$ cat config.mk
export PLATFORM = sky130hd
export DESIGN_NAME = dvs_aer_transmitter
export DESIGN_NICKNAME = d
export VERILOG_FILES = /design/src/rtl/dvs_ravens_pkg.sv /design/src/rtl/sync_ff.sv /design/src/rtl/dvs_aer_transmitter.sv
export SDC_FILE = /design/constraint.sdc
export NUM_CORES = 1
export LEC_CHECK = 0
export BUFFER_PORTS_ARGS = -buffer_cell sky130_fd_sc_hd__buf_4
export CAP_MARGIN = 20
export CORE_ASPECT_RATIO = 1.4
export CORE_MARGIN = 2
export CORE_UTILIZATION = 40
export CTS_CLUSTER_SIZE = 12
export DETAILED_ROUTE_END_ITERATION = 10
export PLACE_DENSITY_LB_ADDON = 0.2
export SLEW_MARGIN = 5
export SYNTH_ARGS = -nofsm -noshare
export SYNTH_HDL_FRONTEND = slang
export SYNTH_SLANG_ARGS = --single-unit
$ cat constraint.sdc
create_clock -name clk -period 1.7 [get_ports clk]
set_input_delay 0.17 -clock clk [delete_from_list [all_inputs] [get_ports clk]]
set_output_delay 0.17 -clock clk [all_outputs]
set_load 0.01 [all_outputs]
$ cat src/rtl/dvs_ravens_pkg.sv
// Shared constants and types for the DVS / AER event path (sensor geometry,
// interface clock, AER word format and the transmitter FSM encoding).
package dvs_ravens_pkg;

   localparam int unsigned CLK_PERIOD_NS   = 10;
   localparam int unsigned DVS_WIDTH_PXLS  = 346;
   localparam int unsigned DVS_HEIGHT_PXLS = 260;
   localparam int unsigned DVS_X_ADDR_BITS = $clog2(DVS_WIDTH_PXLS);
   localparam int unsigned DVS_Y_ADDR_BITS = $clog2(DVS_HEIGHT_PXLS);

   // 84 ns spacing caps the event rate at ~12 Mev/s
   localparam int unsigned DVS_MIN_EVENT_NS     = 84;
   localparam int unsigned DVS_MIN_EVENT_CYCLES =
      (DVS_MIN_EVENT_NS + CLK_PERIOD_NS - 1) / CLK_PERIOD_NS;

   localparam int unsigned AER_DATA_BITS = 10;

   typedef enum logic [2:0] {
      AER_TX_IDLE,
      AER_TX_Y_SETUP,
      AER_TX_Y_REQ,
      AER_TX_Y_REL,
      AER_TX_X_SETUP,
      AER_TX_X_REQ,
      AER_TX_X_REL,
      AER_TX_GAP
   } aer_tx_state_t;

   function automatic logic [AER_DATA_BITS-1:0] aer_y_word(input logic pol, input logic [8:0] y);
      return {pol, y};
   endfunction

   function automatic logic [AER_DATA_BITS-1:0] aer_x_word(input logic pol, input logic [8:0] x);
      return {x, pol};
   endfunction

endpackage

$ cat src/rtl/sync_ff.sv
// N-flop synchronizer for a single asynchronous level, cleared to 0 on reset.
module sync_ff #(
   parameter int unsigned STAGES = 2
) (
   input  logic clk,
   input  logic rst_n,
   input  logic d,
   output logic q
);

   logic [STAGES-1:0] chain;

   always_ff @(posedge clk or negedge rst_n) begin
      if (!rst_n) chain <= '0;
      else        chain <= {chain[STAGES-2:0], d};
   end

   assign q = chain[STAGES-1];

endmodule

$ cat src/rtl/dvs_aer_transmitter.sv
// AER 4-phase sender: each pixel event becomes an optional row (Y) word and a
// column (X) word; the row word is skipped while the cached row is still fresh.
module dvs_aer_transmitter
   import dvs_ravens_pkg::*;
#(
   parameter int unsigned SETUP_CYCLES       = 1,
   parameter int unsigned SYNC_STAGES        = 2,
   parameter int unsigned ROW_TIMEOUT_CYCLES = 100,
   parameter int unsigned MIN_EVENT_CYCLES   = DVS_MIN_EVENT_CYCLES
) (
   input  logic                       clk,
   input  logic                       rst_n,
   input  logic                       ev_valid,
   output logic                       ev_ready,
   input  logic [DVS_X_ADDR_BITS-1:0] ev_x,
   input  logic [DVS_Y_ADDR_BITS-1:0] ev_y,
   input  logic                       ev_polarity,
   output logic [AER_DATA_BITS-1:0]   aer,
   output logic                       xsel,
   output logic                       req,
   input  logic                       ack,
   output logic                       busy,
   output logic [15:0]                events_sent
);

   localparam int unsigned IDLE_W  = $clog2(ROW_TIMEOUT_CYCLES + 1);
   localparam int unsigned GAP_W   = $clog2(MIN_EVENT_CYCLES + 1);
   localparam int unsigned SETUP_W = $clog2(SETUP_CYCLES + 1);
   localparam logic [IDLE_W-1:0]  IDLE_MAX   = IDLE_W'(ROW_TIMEOUT_CYCLES);
   localparam logic [GAP_W-1:0]   GAP_LOAD   = GAP_W'(MIN_EVENT_CYCLES - 1);
   localparam logic [SETUP_W-1:0] SETUP_LAST = SETUP_W'(SETUP_CYCLES);

   aer_tx_state_t              state, state_next;
   logic                       ack_s;
   logic                       accept, y_needed, in_setup, setup_done;
   logic [DVS_X_ADDR_BITS-1:0] ev_x_q;
   logic [DVS_Y_ADDR_BITS-1:0] ev_y_q, last_y;
   logic                       pol_q, last_y_valid;
   logic [IDLE_W-1:0]          idle_cnt;
   logic [GAP_W-1:0]           gap_cnt;
   logic [SETUP_W-1:0]         setup_cnt;
   logic [AER_DATA_BITS-1:0]   word_y, word_x;

   sync_ff #(.STAGES(SYNC_STAGES)) u_ack_sync (
      .clk   (clk),
      .rst_n (rst_n),
      .d     (ack),
      .q     (ack_s)
   );

   assign accept     = (state == AER_TX_IDLE) && ev_valid && ev_ready;
   assign y_needed   = !last_y_valid || (ev_y != last_y) || (idle_cnt >= IDLE_MAX);
   assign in_setup   = (state == AER_TX_Y_SETUP) || (state == AER_TX_X_SETUP);
   assign setup_done = (setup_cnt == SETUP_LAST);
   assign word_y     = aer_y_word(pol_q, 9'(ev_y_q));
   assign word_x     = aer_x_word(pol_q, 9'(ev_x_q));

   always_comb begin
      state_next = state;
      unique case (state)
         AER_TX_IDLE:    if (accept)     state_next = y_needed ? AER_TX_Y_SETUP : AER_TX_X_SETUP;
         AER_TX_Y_SETUP: if (setup_done) state_next = AER_TX_Y_REQ;
         AER_TX_Y_REQ:   if (ack_s)      state_next = AER_TX_Y_REL;
         AER_TX_Y_REL:   if (!ack_s)     state_next = AER_TX_X_SETUP;
         AER_TX_X_SETUP: if (setup_done) state_next = AER_TX_X_REQ;
         AER_TX_X_REQ:   if (ack_s)      state_next = AER_TX_X_REL;
         AER_TX_X_REL:   if (!ack_s)     state_next = AER_TX_GAP;
         AER_TX_GAP:     if (gap_cnt == '0) state_next = AER_TX_IDLE;
         default:        state_next = AER_TX_IDLE;
      endcase
   end

   always_ff @(posedge clk or negedge rst_n) begin
      if (!rst_n) state <= AER_TX_IDLE;
      else        state <= state_next;
   end

   // Handshake outputs are registered from the next state so they change on
   // the same edge as the transition that implies them.
   always_ff @(posedge clk or negedge rst_n) begin
      if (!rst_n) begin
         ev_ready     <= 1'b0;
         busy         <= 1'b0;
         req          <= 1'b0;
         aer          <= '0;
         xsel         <= 1'b0;
         events_sent  <= '0;
         ev_x_q       <= '0;
         ev_y_q       <= '0;
         pol_q        <= 1'b0;
         last_y       <= '0;
         last_y_valid <= 1'b0;
         idle_cnt     <= '0;
         gap_cnt      <= '0;
         setup_cnt    <= '0;
      end else begin
         ev_ready <= (state_next == AER_TX_IDLE);
         busy     <= (state_next != AER_TX_IDLE);
         req      <= (state_next == AER_TX_Y_REQ) || (state_next == AER_TX_X_REQ);

         if (accept) begin
            ev_x_q   <= ev_x;
            ev_y_q   <= ev_y;
            pol_q    <= ev_polarity;
            idle_cnt <= '0;
            gap_cnt  <= GAP_LOAD;
         end else begin
            if ((state == AER_TX_IDLE) && (idle_cnt != IDLE_MAX)) idle_cnt <= idle_cnt + 1'b1;
            if (gap_cnt != '0) gap_cnt <= gap_cnt - 1'b1;
         end

         if (state == AER_TX_Y_SETUP) begin
            aer  <= word_y;
            xsel <= 1'b0;
         end else if (state == AER_TX_X_SETUP) begin
            aer  <= word_x;
            xsel <= 1'b1;
         end

         setup_cnt <= (in_setup && !setup_done) ? setup_cnt + 1'b1 : '0;

         if ((state == AER_TX_Y_REL) && !ack_s) begin
            last_y       <= ev_y_q;
            last_y_valid <= 1'b1;
         end
         if ((state == AER_TX_X_REL) && !ack_s) events_sent <= events_sent + 1'b1;
      end
   end

endmodule
==> out/summary.txt <==
Synth Instances: 329
PD cells: 1490 nW/um^2
Fin nets: 420
Mapped cell area: 3430 um^2
Least-Margin Pin Slew: 0.484 ns
Die span in x: 82.3 um
Worst path max stage delay: 0.48 ns
# diodes: 0
Arr. time, crit path: 1.81 ns
Max clock buf depth: 2
Routability Congestion: 0.787
Routed wire length: 7250 um
H-tree depth: 3
Clk pwr share: 29.3%
Hpwl dp: 5190 um
Initial antenna violation count: 0
Total CTS buffers: 9
TritonCTS clock tree: built
Max VDD drop: 794 uV
Routed Antenna Nets: 0
WHS Endpoint: ev_x_q[0]
RSZ-0062 raised after global routing: false
Async S/R FF share, synth: 100%
Min-delay worst type: in -> reg
Switch share: 31.6%
CP top delay family: simple AND/OR/NAND/NOR gates
Clock transition at path regs: 0.06 ns
Worst reg2reg startpoint: state[2]
Starting density of the core: 40.6%
Crit Path Max Fanout: 10
Met3 Usage GRT: 3.88%
Pin count of the biggest net entering global routing: 37
Fin cells: 502
Row Count: 40
R2R Setup Slk: 0.11 ns
Sequential area share after synthesis: 55.4%
Reg2reg path depth: 3
Crit path kind: reg -> reg
Clock latency at the later pin of the worst-skew pair: 0.33 ns
Slowest CP cell: and3_1
Hold depth: 3
Synth Flop Type: dfrtp_1
Setup crit end kind: flip-flop
CTS sink cnt: 76
Switching power: 2030 uW
GR Util met1: 22.4%
Clock Tree Root: clkbuf_16
Drt pass-1 iters: 4
Worst Path Required: 1.91 ns
Yosys reg bits: 76
Fmax: 628 MHz
Maxcap violations: 0
Worst path bufs/invs: 0
Outcome: completed
Sequential power share: 43.4%
Syn avg cell area: 10.4 um^2
Internal: 4390 uW
Power share of the combinational group: 27.3%
Wire length of the first global-routing pass: 12100 um
RR Endpoint: last_y[3]
Cells along the critical path: nor2_1 -> and3_1 -> mux2_2
# placed instances: 484
CORE AREA: 8460 um^2
Final Max Slew Viols: 0
Die Height: 114 um
YS warnings: 0
Unique cell type count in the Yosys netlist: 44
Number of flops mapped to enable cells by yosys: 0
Clk_skew: 0.00750 ns
Drt initial violations: 105
Fin crit share: 93.6%
Total grt overflow: 0
I/O Pins: 53
Commonest cells after routing, fill and taps aside: nand2_1 (79), dfrtp_1 (76), buf_4 (64)
CP Launch Type: flip-flop
Leakage: 0.00208 uW
Die area: 9350 um^2
Vias: 2528
Hold slack: 0.0188 ns
Hold Startpoint: ev_x[0]
Vias in the first global route: 2477
Fin. Hold Viols: 0
Wirelength per Cell: 14.4 um
Min Tclk post-route: 1.59 ns
Via-to-Cell Ratio: 5.04
Area delta synth->final: 25.8%
Commonest non-fill, non-tap cell in the layout: nand2_1
Setup Viol. Count Final: 0
Post-route DRC violation count: 0
Slew margin rel.: 67.7%
Global routing's busiest layer: met2
I/O Buffers: 52
Setup TNS: 0 ns
Gr usage total: 17.1%
GR Layer Usage met2: 26.9%
Net count after synthesis: 357
Fraction of layout cells with a size suffix above 1: 24.4%
## layer usage
layer / up-vias / routed length [um]
met5: - / 0
met4: 0 / 108
met3: 6 / 319
met2: 49 / 3540
met1: 1236 / 3280
li1: 1237 / -
## worst max path at each step
stage	end	slack [ns]	cells after the start	start
2_1_floorplan	busy	0.16	6	gap_cnt[0]
3_3_place_gp	busy	0.14	6	gap_cnt[0]
3_5_place_dp	busy	0.08	6	gap_cnt[0]
4_1_cts	busy	0.07	6	gap_cnt[0]
5_1_grt	busy	0.01	6	gap_cnt[1]
6_report	last_y[3]	0.11	3	state[2]
## layout make-up
cell class / count / area (um^2)
Inverter: 6 / 22.5
Clock inverter: 4 / 48.8
Timing Repair Buffer: 68 / 541
Clock buffer: 12 / 246
Tap cell: 105 / 131
Fill cell: 805 / 4140
Sequential cell: 76 / 1900
Multi-Input combinational cell: 231 / 1430
## flip-flops by register name (all words and copies together) (netlist names), 2 cells and up
name,flops
aer,10
last_y,9
ev_x_q,9
ev_y_q,9
state,3
gap_cnt,4
idle_cnt,7
events_sent,16
u_ack_sync.chain,2
## kinds of logic (layout without fill, tap and decap cells)
family,count (synthesis),in the layout,share of synthesized area [%]
buf+inv,22,90,3.17
xor+xnor,31,31,7.91
fa+ha+maj,5,5,1.82
simple gates,137,137,18.7
compound gates,46,46,9.11
mux,12,12,3.86
flops,76,76,55.4
## Yosys cell counts (4+ instances only)
| cell | n | share of area (%) |
|---|---|---|
| nand3_1 | 6 | 0.87 |
| buf_2 | 9 | 1.3 |
| clkbuf_1 | 4 | 0.44 |
| a22oi_1 | 10 | 2.2 |
| o21ai_0 | 15 | 2.2 |
| o211ai_1 | 5 | 1.1 |
| nand4_1 | 7 | 1.3 |
| ha_1 | 5 | 1.8 |
| xor2_1 | 4 | 1.0 |
| nor2_1 | 14 | 1.5 |
| xnor2_1 | 27 | 6.9 |
| mux2_2 | 10 | 3.3 |
| and3_1 | 7 | 1.3 |
| nor3_1 | 5 | 0.73 |
| nand2_1 | 79 | 8.6 |
| inv_1 | 6 | 0.66 |
| dfrtp_1 | 76 | 55 |
## power groups by stage
stage	Clock (uW)	Combinational [uW]	Sequential, uW
6_report	1880	1750	2790
5_1_grt	2030	1990	2860
4_1_cts	1930	1770	2780
3_5_place_dp	0	1760	2800
3_3_place_gp	0	1700	2790
2_1_floorplan	0	1140	2750
## repair_timing
item | 4_1_cts | 5_1_grt
hold endpoints to repair | 31 | 0
setup endpoints to repair | 0 | 4
buffers inserted | 0 | 0
hold buffers | 2 | 0
resized for setup | 0 | 4
## worst reg2reg max path, delay by kind of cell, from the launching register on
kind	cells	cell delay [ns]
multiplexers	1	0.40
AND/OR/NAND/NOR	2	0.63
flip-flops	1	0.45
## metrics by stage
step	cell area (um^2)	util (%)	setup WS (ns)	total power (uW)
final	4320	51.1	0.108	6430
after global routing	4320	51.1	0.0121	6890
after CTS	4310	51.0	0.0708	6470
after detailed placement	4000	47.3	0.0821	4560
after global placement	4000	47.3	0.141	4490
after floorplan	3430	-	0.158	3890
No activity file was read; power rests on OpenSTA's default activity.
